==> src/rtl/tick_period_monitor_if.sv <==
// tick_period_monitor_if: control inputs and status outputs of the tick period monitor.
// The master side is the tick source and its supervisor; the slave side is the monitor.
// Defining TICK_MINMAX_EN adds the period_min/period_max status signals.
interface tick_period_monitor_if #(
  parameter int WIDTH = 16
);
  logic             enable;
  logic             tick_in;
  logic [WIDTH-1:0] expected;
  logic             clear;
  logic [WIDTH-1:0] period;
  logic             period_valid;
  logic             locked;
  logic             fault;
  logic             timeout;
`ifdef TICK_MINMAX_EN
  logic [WIDTH-1:0] period_min;
  logic [WIDTH-1:0] period_max;

  modport master (
    output enable, tick_in, expected, clear,
    input  period, period_valid, locked, fault, timeout, period_min, period_max
  );
  modport slave (
    input  enable, tick_in, expected, clear,
    output period, period_valid, locked, fault, timeout, period_min, period_max
  );
`else
  modport master (
    output enable, tick_in, expected, clear,
    input  period, period_valid, locked, fault, timeout
  );
  modport slave (
    input  enable, tick_in, expected, clear,
    output period, period_valid, locked, fault, timeout
  );
`endif
endinterface

==> src/rtl/tick_period_monitor.sv <==
// tick_period_monitor: measures the clock count between consecutive tick strobes,
// compares it with expected +/- TOL, declares lock after LOCK_CNT good periods and
// raises a sticky fault on an early, late or missing tick once locked.
// Optional feature: define TICK_MINMAX_EN to track the minimum and maximum period.
module tick_period_monitor #(
  parameter int WIDTH    = 16,
  parameter int LOCK_CNT = 4,
  parameter int TOL      = 0
) (
  input logic                  clk,
  input logic                  reset,
  tick_period_monitor_if.slave bus
);

  typedef enum logic [2:0] {
    ST_IDLE    = 3'd0,
    ST_ACQUIRE = 3'd1,
    ST_TRACK   = 3'd2,
    ST_LOCKED  = 3'd3,
    ST_FAULT   = 3'd4
  } state_t;

  localparam logic [WIDTH:0]   TOL_W   = (WIDTH+1)'(TOL);
  localparam logic [7:0]       LOCK_W  = 8'(LOCK_CNT);
  localparam logic [WIDTH-1:0] CNT_MAX = {WIDTH{1'b1}};
  localparam logic [WIDTH-1:0] CNT_ONE = {{(WIDTH-1){1'b0}}, 1'b1};

  state_t           state_r;
  state_t           state_nxt_s;
  logic [WIDTH-1:0] cnt_r;
  logic [WIDTH-1:0] cnt_nxt_s;
  logic [7:0]       good_cnt_r;
  logic [7:0]       good_nxt_s;
  logic [WIDTH-1:0] period_r;
  logic             period_valid_r;
  logic             locked_r;
  logic             fault_r;
  logic             timeout_r;
  logic             timed_out_r;

  logic [WIDTH:0]   exp_w_s;
  logic [WIDTH:0]   low_s;
  logic [WIDTH:0]   high_s;
  logic [WIDTH:0]   meas_s;
  logic [WIDTH-1:0] meas_sat_s;
  logic             in_win_s;
  logic             measuring_s;
  logic             clear_acc_s;
  logic             tick_acc_s;
  logic             pv_nxt_s;
  logic             timeout_s;

  // Tolerance window and the period a tick would measure this cycle, in WIDTH+1 bits
  always_comb begin
    exp_w_s = {1'b0, bus.expected};
    high_s  = exp_w_s + TOL_W;
    if (exp_w_s >= TOL_W) begin
      low_s = exp_w_s - TOL_W;
    end else begin
      low_s = {(WIDTH+1){1'b0}};
    end
    meas_s = {1'b0, cnt_r} + {{WIDTH{1'b0}}, 1'b1};
    if (meas_s[WIDTH]) begin
      meas_sat_s = CNT_MAX;
    end else begin
      meas_sat_s = meas_s[WIDTH-1:0];
    end
    in_win_s = (meas_s >= low_s) && (meas_s <= high_s);
  end

  // Tick acceptance, saturating interval counter and look-ahead timeout detection
  always_comb begin
    measuring_s = (state_r == ST_TRACK) || (state_r == ST_LOCKED) || (state_r == ST_FAULT);
    clear_acc_s = bus.enable && bus.clear && (state_r != ST_IDLE);
    tick_acc_s  = bus.enable && !bus.clear && bus.tick_in && (state_r != ST_IDLE);
    pv_nxt_s    = tick_acc_s && measuring_s;
    if (!bus.enable || (state_r == ST_IDLE)) begin
      cnt_nxt_s = {WIDTH{1'b0}};
    end else if (tick_acc_s) begin
      cnt_nxt_s = {WIDTH{1'b0}};
    end else if (cnt_r == CNT_MAX) begin
      cnt_nxt_s = cnt_r;
    end else begin
      cnt_nxt_s = cnt_r + CNT_ONE;
    end
    // Registered so that timeout is high in the cycle whose cnt equals the high bound.
    timeout_s = bus.enable && !bus.clear && !tick_acc_s && measuring_s && !timed_out_r &&
                ({1'b0, cnt_nxt_s} == high_s);
  end

  // Next-state logic: enable low beats clear, which beats tick
  always_comb begin
    state_nxt_s = state_r;
    good_nxt_s  = good_cnt_r;
    if (!bus.enable) begin
      state_nxt_s = ST_IDLE;
      good_nxt_s  = 8'd0;
    end else if (clear_acc_s) begin
      state_nxt_s = ST_ACQUIRE;
      good_nxt_s  = 8'd0;
    end else begin
      case (state_r)
        ST_IDLE: begin
          state_nxt_s = ST_ACQUIRE;
        end
        ST_ACQUIRE: begin
          if (tick_acc_s) begin
            state_nxt_s = ST_TRACK;
            good_nxt_s  = 8'd0;
          end else begin
            state_nxt_s = ST_ACQUIRE;
          end
        end
        ST_TRACK: begin
          if (tick_acc_s && in_win_s) begin
            good_nxt_s = good_cnt_r + 8'd1;
            if ((good_cnt_r + 8'd1) >= LOCK_W) begin
              state_nxt_s = ST_LOCKED;
            end else begin
              state_nxt_s = ST_TRACK;
            end
          end else if (tick_acc_s) begin
            good_nxt_s = 8'd0;
          end else if (timeout_s) begin
            state_nxt_s = ST_ACQUIRE;
            good_nxt_s  = 8'd0;
          end else begin
            state_nxt_s = ST_TRACK;
          end
        end
        ST_LOCKED: begin
          if ((tick_acc_s && !in_win_s) || timeout_s) begin
            state_nxt_s = ST_FAULT;
          end else begin
            state_nxt_s = ST_LOCKED;
          end
        end
        ST_FAULT: begin
          state_nxt_s = ST_FAULT;
        end
        default: begin
          state_nxt_s = ST_IDLE;
          good_nxt_s  = 8'd0;
        end
      endcase
    end
  end

  // State, counters and registered status outputs
  always_ff @(posedge clk or posedge reset) begin
    if (reset) begin
      state_r        <= ST_IDLE;
      cnt_r          <= {WIDTH{1'b0}};
      good_cnt_r     <= 8'd0;
      period_r       <= {WIDTH{1'b0}};
      period_valid_r <= 1'b0;
      locked_r       <= 1'b0;
      fault_r        <= 1'b0;
      timeout_r      <= 1'b0;
      timed_out_r    <= 1'b0;
    end else begin
      state_r        <= state_nxt_s;
      cnt_r          <= cnt_nxt_s;
      good_cnt_r     <= good_nxt_s;
      period_valid_r <= pv_nxt_s;
      locked_r       <= (state_nxt_s == ST_LOCKED);
      fault_r        <= (state_nxt_s == ST_FAULT);
      timeout_r      <= timeout_s;
      if (pv_nxt_s) begin
        period_r <= meas_sat_s;
      end
      if (!bus.enable || bus.clear || tick_acc_s) begin
        timed_out_r <= 1'b0;
      end else if (timeout_s) begin
        timed_out_r <= 1'b1;
      end
    end
  end

  assign bus.period       = period_r;
  assign bus.period_valid = period_valid_r;
  assign bus.locked       = locked_r;
  assign bus.fault        = fault_r;
  assign bus.timeout      = timeout_r;

`ifdef TICK_MINMAX_EN
  logic [WIDTH-1:0] period_min_r;
  logic [WIDTH-1:0] period_max_r;

  // Running extremes of reported periods; restarted by reset and clear
  always_ff @(posedge clk or posedge reset) begin
    if (reset) begin
      period_min_r <= {WIDTH{1'b1}};
      period_max_r <= {WIDTH{1'b0}};
    end else if (clear_acc_s) begin
      period_min_r <= {WIDTH{1'b1}};
      period_max_r <= {WIDTH{1'b0}};
    end else if (pv_nxt_s) begin
      if (meas_sat_s < period_min_r) begin
        period_min_r <= meas_sat_s;
      end
      if (meas_sat_s > period_max_r) begin
        period_max_r <= meas_sat_s;
      end
    end
  end

  assign bus.period_min = period_min_r;
  assign bus.period_max = period_max_r;
`endif

endmodule

==> src/flat_wrapper.sv <==
// flat-port wrapper written by rule: the top's interface ports become plain ports
module tick_period_monitor_flat 
#(
  parameter int WIDTH    = 16,
  parameter int LOCK_CNT = 4,
  parameter int TOL      = 0
)
  (clk, reset, bus_enable, bus_tick_in, bus_expected, bus_clear, bus_period, bus_period_valid, bus_locked, bus_fault, bus_timeout);
  tick_period_monitor_if #(.WIDTH(WIDTH)) bus_i ();
  input logic clk;
  input logic reset;
  input wire logic [$bits(bus_i.enable)-1:0] bus_enable;
  input wire logic [$bits(bus_i.tick_in)-1:0] bus_tick_in;
  input wire logic [$bits(bus_i.expected)-1:0] bus_expected;
  input wire logic [$bits(bus_i.clear)-1:0] bus_clear;
  output wire logic [$bits(bus_i.period)-1:0] bus_period;
  output wire logic [$bits(bus_i.period_valid)-1:0] bus_period_valid;
  output wire logic [$bits(bus_i.locked)-1:0] bus_locked;
  output wire logic [$bits(bus_i.fault)-1:0] bus_fault;
  output wire logic [$bits(bus_i.timeout)-1:0] bus_timeout;
  assign bus_i.enable = bus_enable;
  assign bus_i.tick_in = bus_tick_in;
  assign bus_i.expected = bus_expected;
  assign bus_i.clear = bus_clear;
  assign bus_period = bus_i.period;
  assign bus_period_valid = bus_i.period_valid;
  assign bus_locked = bus_i.locked;
  assign bus_fault = bus_i.fault;
  assign bus_timeout = bus_i.timeout;
  tick_period_monitor #(.WIDTH(WIDTH), .LOCK_CNT(LOCK_CNT), .TOL(TOL)) u_core (.clk(clk), .reset(reset), .bus(bus_i));
endmodule
==> config.mk <==
export PLATFORM = sky130hd
export DESIGN_NAME = tick_period_monitor_flat
export DESIGN_NICKNAME = d
export VERILOG_FILES = /design/src/rtl/tick_period_monitor_if.sv /design/src/rtl/tick_period_monitor.sv /design/src/flat_wrapper.sv
export SDC_FILE = /design/constraint.sdc
export NUM_CORES = 1
export LEC_CHECK = 0
export CORE_ASPECT_RATIO = 1.4
export CORE_MARGIN = 2
export CORE_UTILIZATION = 51
export DETAILED_ROUTE_END_ITERATION = 7
export PLACE_DENSITY = 0.87
export SYNTH_ARGS = -nofsm -noshare
export SYNTH_HDL_FRONTEND = slang
export SYNTH_SLANG_ARGS = --single-unit
==> constraint.sdc <==
create_clock -name clk -period 3.8 [get_ports clk]
set_input_delay 1.14 -clock clk [delete_from_list [all_inputs] [get_ports clk]]
set_output_delay 1.14 -clock clk [all_outputs]
set_load 0.01 [all_outputs]
==> flow_summary.json, run 1 <==
{
  "async_flop_share_pct": 100,
  "rsz0062_at_grt": "no",
  "placed_area_um2": 3940,
  "routabilityCongestion": 0.977,
  "cts_hold_buf": 0,
  "synth_top_family_by_area": "simple AND/OR/NAND/NOR gates",
  "n_antenna_cell": 0,
  "synth_adder_area_share_pct": 1.48,
  "path_cells": "clkdlybuf4s50_1, xor2_1, and4_1, o221ai_1, nor4_1, nand4_1, or2_2, o21ai_0, a21oi_1, a2111oi_2",
  "vias": 3373,
  "drive_above_1_share_pct": 14.9,
  "drc": 0,
  "grt_usage_pct": 27.6,
  "ant_nets": 0,
  "path_class": "in2reg",
  "cts_buffers": 5,
  "drt_iter0_drc": 488,
  "syn_to_final_growth_pct": 21.1,
  "synth_edf_count": 0,
  "ys_ff_latch": 48,
  "yosys.area_share.xor_xnor_pct": 7.32,
  "finalClockSkew_ns": 0.00804,
  "stdcell_area_um2": 4100,
  "yosysTopAreaCellShare_pct": 35.5,
  "dpl.hpwl_um": 7140,
  "reg2reg_depth": 9,
  "hold_depth": 2,
  "die_x_um": 72.9,
  "clkLatencyLatePin_ns": 0.30,
  "hold_path_end": "u_core.bus.period[7]",
  "p_leak_nw": 1.65,
  "hp-start": "u_core.bus.period[7]",
  "htreeDepth": 2,
  "crit_arrival_ns": 3.83,
  "synth_compound_area_share_pct": 18.6,
  "cts_max_path_buffers": 2,
  "routed_wirelength_um": 9650,
  "hp-class": "reg2reg",
  "die_h_um": 100,
  "synth_nets": 412,
  "io_pins": 41,
  "initial_utilization_pct": 51.9,
  "rr_startpoint": "u_core.cnt_r[2]",
  "critPathSlowestCell": "clkdlybuf4s50_1",
  "synth_cell_types": 75,
  "tightest_slew_ns": 1.07,
  "grt_pass1_wl_um": 15900,
  "grt_max_degree": 49,
  "antenna_found_initial": 0,
  "synth_area_leaders": "dfrtp_1, o21ai_0, nand2_1",
  "coreArea_um2": 6530,
  "ys_warn_count": 0,
  "n_fill_cell": 540,
  "syn_area_um2": 3390,
  "required_ns": 4.00,
  "ys.flop_type": "dfrtp_1",
  "setup_violations": 0,
  "p_total_mw": 1.01,
  "fin_crit_ns": 3.64,
  "path_clk_slew_ns": 0.09,
  "die-area_um2": 7320,
  "r2r_setup_slack_ns": 0.22,
  "cts_tree": "yes",
  "cp_max_fo": 4,
  "vdd_drop_max_mv": 0.160,
  "synth.mux.area_fraction_pct": 1.81,
  "period_share_pct": 95.7,
  "yosys.area.top_type": "dfrtp_1",
  "numClockSinks": 48,
  "syn_area_per_cell_um2": 8.75,
  "worstSetupEndpointType": "flop",
  "path_delay_family": "simple AND/OR/NAND/NOR gates",
  "vias_per_cell": 6.51,
  "post_drt_wl_per_cell_um": 18.6,
  "ys_seq_area_share_pct": 35.5,
  "slowest_delay_ns": 0.59,
  "firstDrtPassIters": 6,
  "crit_buf_inv": 1,
  "drv_cap": 0,
  "outcome": "finished clean",
  "synth_common_cells": "dfrtp_1, nand2_1, o21ai_0",
  "fp-row-count": 35,
  "yosys.area_share.simple_pct": 30.7,
  "grt_overflow": 0,
  "r2r_end": "u_core.good_cnt_r[7]",
  "start_kind": "input pin",
  "power_density_nw_per_um2": 245,
  "relSlewSlack_pct": 28.8,
  "fmax_mhz": 275,
  "finalMaxSlewViolations": 0,
  "hold_violations": 0,
  "grt_pass1_vias": 3266,
  "nets": 468,
  "cts-root-buf": "clkbuf_8",
  "syn_inst": 387,
  "numPortBuffers": 40
}
flip-flops by register name, summed over array words and instances (netlist names):
| register | cells |
|---|---|
| u_core.bus.timeout | 1 |
| u_core.bus.fault | 1 |
| u_core.bus.period_valid | 1 |
| u_core.state_r | 3 |
| u_core.cnt_r | 16 |
| u_core.bus.locked | 1 |
| u_core.good_cnt_r | 8 |
| u_core.timed_out_r | 1 |
| u_core.bus.period | 16 |
area by class of cell:
| type | count | area (um^2) | share of cell area, % |
|---|---|---|---|
| multi-input cells | 311 | 2060 | 50.3 |
| clock buffers | 6 | 72.6 | 1.77 |
| well taps | 74 | 92.6 | 2.26 |
| clock inverters | 2 | 35.0 | 0.854 |
| inverters | 12 | 45.0 | 1.10 |
| repair buffers | 65 | 591 | 14.4 |
| flip-flops and latches | 48 | 1200 | 29.3 |
tightest hold or removal path, delay by kind of cell, from the launching register on:
family / cells / cell delay (ns)
AND/OR/NAND/NOR: 1 / 0.05
AO/OA/AOI/OAI: 1 / 0.06
flip-flops: 1 / 0.35
placed cells by master, fill, tap and decap left out, drive strengths merged, types with 5 or more instances in the layout:
cell type	instances
nand2	48
dfrtp	48
o21ai	40
clkdlybuf4s50	39
nor2	31
buf	25
nand3	20
xnor2	14
nand4	14
a21oi	13
inv	12
nor4	10
xor2	9
and3	8
and4	7
and2	7
nor2b	6
a31oi	6
clkbuf	6
mux2i	5
o31ai	5
nor3b	5
per-stage QoR:
step	util (%)	setup WS, ns	hold WS [ns]	cells	TNS, ns
floorplan	-	0.257	0.516	387	0
global placement	60.4	-0.105	0.466	508	-1.04
detailed placement	60.4	-0.215	0.474	508	-2.15
CTS	62.1	0.113	0.493	516	0
global route	62.9	0.00826	0.521	518	0
finish	62.9	0.162	0.487	518	0
layer usage:
metal,up-vias,part of all wire [%],track usage (%)
met1,1607,40,33.8
met2,178,50,47.0
met3,44,5.2,3.31
met4,0,5.0,14.4
met5,-,0,0
li1,1544,-,-
how the worst max path moves through the flow:
stage                                      end              from  slack [ns]  depth (start not counted)
after global routing      u_core.good_cnt_r[4]         bus_clear       0.008                         11
after detailed placement  u_core.good_cnt_r[3]       bus_tick_in       -0.22                         10
after global placement    u_core.good_cnt_r[7]         bus_clear       -0.10                         10
after floorplan              u_core.state_r[1]   u_core.cnt_r[0]        0.26                         13
final                        u_core.bus.locked  bus_expected[10]        0.16                         10
after CTS                 u_core.good_cnt_r[7]         bus_clear        0.11                         10
timing repair:
action                                  CTS  global route
gates resized for setup                   0             6
setup buffers                             0             2
endpoints found under the setup margin    0            11
where the power goes:
part           switching (mW)  total [mW]  internal [mW]  leakage, nW
sequential            0.00273       0.515          0.512        0.668
clock                   0.174       0.370          0.196       0.0552
combinational          0.0662       0.121         0.0551        0.932
kinds of logic (layout without fill, tap and decap cells):
| family | count (synthesis) | after routing |
|---|---|---|
| AO/OA/AOI/OAI | 94 | 94 |
| buffers and inverters | 28 | 85 |
| multiplexers | 6 | 6 |
| AND/OR/NAND/NOR | 182 | 182 |
| flip-flops | 48 | 48 |
| XOR/XNOR | 25 | 25 |
| adder cells (fa/ha/maj) | 4 | 4 |
(Power assumes the default switching activity.)
==> run 2, diff against run 1 <==
SETUP_SLACK_MARGIN = 0.02   (was unset)
==> flow_summary.json, run 2 (synthesis gave the netlist of run 1 again) <==
{
  "outcome": "finished clean",
  "vias_per_cell": 6.46,
  "io_pins": 41,
  "dpl.hpwl_um": 7140,
  "final_cell_mix": "nand2_1, dfrtp_1, clkdlybuf4s50_1",
  "vias": 3361,
  "antenna_found_initial": 0,
  "cp_max_fo": 10,
  "path_clk_slew_ns": 0.09,
  "crit_arrival_ns": 3.78,
  "die_h_um": 100,
  "drt_iter0_drc": 420,
  "cts_tree": "yes",
  "grt_max_degree": 49,
  "drv_cap": 0,
  "slowest_delay_ns": 0.61,
  "tightest_slew_ns": 1.08,
  "setup_ws_ns": 0.196,
  "required_ns": 3.98,
  "syn_to_final_growth_pct": 21.6,
  "crit_top_cell": "a21oi_1",
  "n_antenna_cell": 0,
  "placed_area_um2": 3940,
  "fin_crit_ns": 3.60,
  "setup_tns_ns": 0,
  "path_class": "in2reg",
  "power_density_nw_per_um2": 244,
  "setup_violations": 0,
  "grt_pass1_wl_um": 15900,
  "cts-root-buf": "clkbuf_8",
  "nets": 470,
  "die-area_um2": 7320,
  "numClockSinks": 48,
  "firstDrtPassIters": 8,
  "fmax_mhz": 277,
  "drc": 0,
  "stdcell_area_um2": 4120,
  "numPortBuffers": 40,
  "coreArea_um2": 6530,
  "finalClockSkew_ns": 0.00761,
  "vdd_drop_max_mv": 0.171,
  "cts_buffers": 5,
  "grt_usage_pct": 27.6,
  "finalMaxSlewViolations": 0,
  "clkLatencyLatePin_ns": 0.30,
  "worstSetupEndpointType": "flop",
  "post_drt_wl_per_cell_um": 18.6,
  "initial_utilization_pct": 51.9,
  "ant_nets": 0,
  "cts_hold_buf": 0,
  "period_share_pct": 94.8,
  "relSlewSlack_pct": 28.1,
  "routabilityCongestion": 0.977,
  "hold_violations": 0,
  "critPathSlowestCell": "or4_4",
  "htreeDepth": 2,
  "start_kind": "input pin",
  "dp_slack_ns": -0.215,
  "grt_overflow": 0,
  "hp-class": "reg2reg",
  "rsz0062_at_grt": "yes",
  "drive_above_1_share_pct": 15.2,
  "grt_pass1_vias": 3266,
  "die_x_um": 72.9,
  "routed_wirelength_um": 9690,
  "cts_max_path_buffers": 2,
  "fp-row-count": 35,
  "p_leak_nw": 1.66,
  "path_cells": "clkdlybuf4s50_1, nand2b_4, nand3_1, buf_4, a21oi_1, a21oi_1, a2111oi_2, nand4_1, or4_4, a21oi_4, o21ai_0"
}
==> run 2: cell types whose count changed in the layout (fill, tap and decap cells not counted), sizes merged <==
cell / delta
buf: +2
==> run 2: worst paths after layout <==
check,start,to,slack [ns],depth (start not counted)
setup / recovery,bus_clear,u_core.good_cnt_r[7],0.20,11
hold / removal,u_core.bus.period[7],u_core.bus.period[7],0.49,2
setup reg to reg,u_core.cnt_r[2],u_core.good_cnt_r[7],0.26,9
hold reg to reg,u_core.bus.period[7],u_core.bus.period[7],0.49,2
max in group asynchronous,reset,u_core.good_cnt_r[1],1.81,2
min in group asynchronous,reset,u_core.bus.period[8],1.39,2
==> run 2: layer usage <==
| layer | vias up | track usage [%] | part of all wire (%) |
|---|---|---|---|
| met5 | - | 0 | 0 |
| met4 | 0 | 14.4 | 5.1 |
| met3 | 50 | 3.31 | 5.7 |
| li1 | 1552 | - | - |
| met1 | 1594 | 33.8 | 39 |
| met2 | 165 | 47.0 | 50 |
==> run 2: where the power goes <==
group	total [mW]	switching [mW]	internal, mW
Sequential	0.515	0.00264	0.512
Clock	0.369	0.173	0.196
Combinational	0.121	0.0661	0.0551
Total	1.00	0.242	0.763
==> run 2: worst max-delay path, delay by kind of cell <==
family	cells	cell delay, ns
simple gates	4	0.99
compound gates	5	0.94
buf+inv	2	0.71
==> run 2: area by class of cell <==
cell class,count,area [um^2]
multi-input combinational,311,2060
tap,74,92.6
fill,538,2410
timing repair buffer,67,606
clock inverter,2,35.0
sequential,48,1200
inverter,12,45.0
clock buffer,6,72.6
==> run 2: repair_timing <==
action	4_1_cts	5_1_grt
gates resized for setup	0	7
setup endpoints to repair	0	11
hold endpoints to repair	0	0
setup buffers	0	4
==> run 2: metrics by stage <==
| stage | total power, mW | instances | hold slack, ns | utilization, % |
|---|---|---|---|---|
| CTS | 1.00 | 516 | 0.493 | 62.1 |
| floorplan | 0.584 | 387 | 0.516 | - |
| global placement | 0.638 | 508 | 0.466 | 60.4 |
| finish | 1.00 | 520 | 0.486 | 63.1 |
| detailed placement | 0.640 | 508 | 0.474 | 60.4 |
| global route | 1.04 | 520 | 0.521 | 63.1 |
==> run 3, diff against run 2 <==
ABC_AREA = 1   (was unset)
==> flow_summary.json, run 3 <==
{
  "fin_crit_ns": 3.29,
  "relSlewSlack_pct": 47.2,
  "routed_wirelength_um": 8640,
  "cts_max_path_buffers": 2,
  "crit_arrival_ns": 3.48,
  "drive_above_1_share_pct": 8.55,
  "grt_usage_pct": 25.3,
  "met2_usage_pct": 45.2,
  "hold_violations": 0,
  "vias_per_cell": 5.52,
  "cts_hold_buf": 0,
  "synth_area_leaders": "dfrtp_1, nand2_1, inv_1",
  "setup_ws_ns": 0.513,
  "start_kind": "input pin",
  "stdcell_area_um2": 3970,
  "dpl.hpwl_um": 6610,
  "final_common_cell": "nand2_1",
  "finalClockSkew_ns": 0.0106,
  "synth_edf_count": 0,
  "die-area_um2": 7340,
  "required_ns": 3.99,
  "period_share_pct": 86.5,
  "setup_tns_ns": 0,
  "regArea_um2": 1200,
  "synth_nets": 518,
  "cts_buffers": 5,
  "die_x_um": 73.0,
  "io_pins": 41,
  "grtUsageMet3_pct": 3.30,
  "grt_pass1_vias": 3303,
  "path_clk_slew_ns": 0.09,
  "synth_cell_types": 33,
  "cts-root-buf": "clkbuf_8",
  "cts_tree": "yes",
  "numClockSinks": 48,
  "worstSetupEndpointType": "flop",
  "hp-class": "reg2reg",
  "fmax_mhz": 304,
  "ys_warn_count": 0,
  "grt_pass1_wl_um": 14700,
  "synth_common_cells": "nand2_1, inv_1, nor2_1",
  "cp_max_fo": 26,
  "placed_area_um2": 3880,
  "clkLatencyLatePin_ns": 0.31,
  "firstDrtPassIters": 8,
  "busiest_layer": "met2",
  "ys_seq_area_share_pct": 35.3,
  "vias": 3380,
  "ys_ff_latch": 48,
  "vdd_drop_max_mv": 0.160,
  "routabilityCongestion": 0.967,
  "outcome": "finished clean",
  "drt_iter0_drc": 261,
  "dp_slack_ns": 0.210,
  "power_density_nw_per_um2": 268,
  "antenna_found_initial": 0,
  "grt_max_degree": 49,
  "yosysMostFrequentCell": "nand2_1",
  "rsz0062_at_grt": "no",
  "yosys.area.top_type": "dfrtp_1",
  "path_class": "in2reg",
  "n_fill_cell": 578,
  "fp-row-count": 35,
  "met1_usage_pct": 28.3,
  "ys.flop_type": "dfrtp_1",
  "syn_to_final_growth_pct": 16.9,
  "coreArea_um2": 6530,
  "n_antenna_cell": 0,
  "drv_cap": 0,
  "initial_utilization_pct": 52.1,
  "async_flop_share_pct": 100,
  "numPortBuffers": 40,
  "tightest_slew_ns": 0.789,
  "finalMaxSlewViolations": 0,
  "post_drt_wl_per_cell_um": 14.1,
  "syn_area_per_cell_um2": 6.89,
  "grt_overflow": 0,
  "syn_inst": 493,
  "multi_input_area_um2": 1870,
  "nets": 562,
  "setup_violations": 0,
  "cts_resized": 0,
  "cts_setup_buffers": 0,
  "htreeDepth": 2,
  "die_h_um": 101,
  "yosysTopAreaCellShare_pct": 35.3,
  "syn_area_um2": 3400,
  "p_leak_nw": 2.23,
  "ant_nets": 0,
  "final_cell_mix": "nand2_1, inv_1, nor2_1",
  "drc": 0
}
==> run 3: changes by cell type after synthesis, moves of 7 or more <==
cell and change:
nand2_2 +7, a21oi_1 -7, xnor2_1 -12, o21ai_0 -31, nor2_1 +20, nand2_1 +109, nand3_2 +7, nand3_1 +29
nand4_1 +8, inv_1 +58
==> run 3: through the flow <==
stage	instances	hold WS, ns	total power [mW]	utilization [%]
5_1_grt	612	0.522	1.11	60.9
6_report	612	0.495	1.07	60.9
3_5_place_dp	604	0.490	0.752	59.5
3_3_place_gp	604	0.473	0.748	59.5
2_1_floorplan	493	0.505	0.659	-
4_1_cts	612	0.509	1.07	60.9
==> run 3: worst paths after layout <==
check	from	to	slack, ns	cells past startpoint
hold reg to reg	u_core.bus.period[14]	u_core.bus.period[14]	0.50	2
setup / recovery	bus_clear	u_core.good_cnt_r[6]	0.51	16
setup reg to reg	u_core.cnt_r[0]	u_core.good_cnt_r[6]	0.72	20
hold / removal	u_core.bus.period[14]	u_core.bus.period[14]	0.50	2
max in group asynchronous	reset	u_core.cnt_r[15]	2.05	3
min in group asynchronous	reset	u_core.good_cnt_r[5]	1.32	3
==> run 3: area by class of cell <==
| class | instances | share of cell area (%) |
|---|---|---|
| clock buffers | 8 | 2.27 |
| inverters | 74 | 6.99 |
| multi-input cells | 363 | 47.2 |
| flip-flops and latches | 48 | 30.2 |
| well taps | 74 | 2.33 |
| repair buffers | 45 | 11.0 |
==> run 3: routing by layer <==
metal | up-vias | share of wire [%]
met5 | - | 0
met4 | 0 | 4.9
met3 | 37 | 4.8
met2 | 133 | 53
met1 | 1554 | 38
li1 | 1656 | -
==> run 3: where the power goes <==
part / internal (mW) / switching (mW) / leakage (nW)
Clock: 0.149 / 0.175 / 0.0455
Sequential: 0.534 / 0.0136 / 0.661
Combinational: 0.0908 / 0.103 / 1.52
==> run 3: critical path, cell delays in order <==
cell and delay [ns]:
clkdlybuf4s50_1 0.47, inv_1 0.05, nand3_1 0.13, nand3_1 0.14, inv_2 0.36, nand2_1 0.14
nand2_1 0.08, o21ai_1 0.11, nor2_2 0.15, nand2_2 0.08, nor2_4 0.10, nand3_4 0.12
nand3_2 0.11, nand3_4 0.12, nand4_1 0.10, nand2_1 0.07
==> run 3: cells by family (layout without fill, tap and decap cells) <==
| family | Yosys count | in the layout | share of synthesized area (%) |
|---|---|---|---|
| AO/OA/AOI/OAI | 26 | 26 | 4.49 |
| XOR/XNOR | 14 | 14 | 3.61 |
| adder cells (fa/ha/maj) | 4 | 4 | 1.47 |
| buffers and inverters | 82 | 127 | 9.50 |
| flip-flops | 48 | 48 | 35.3 |
| AND/OR/NAND/NOR | 319 | 319 | 45.6 |
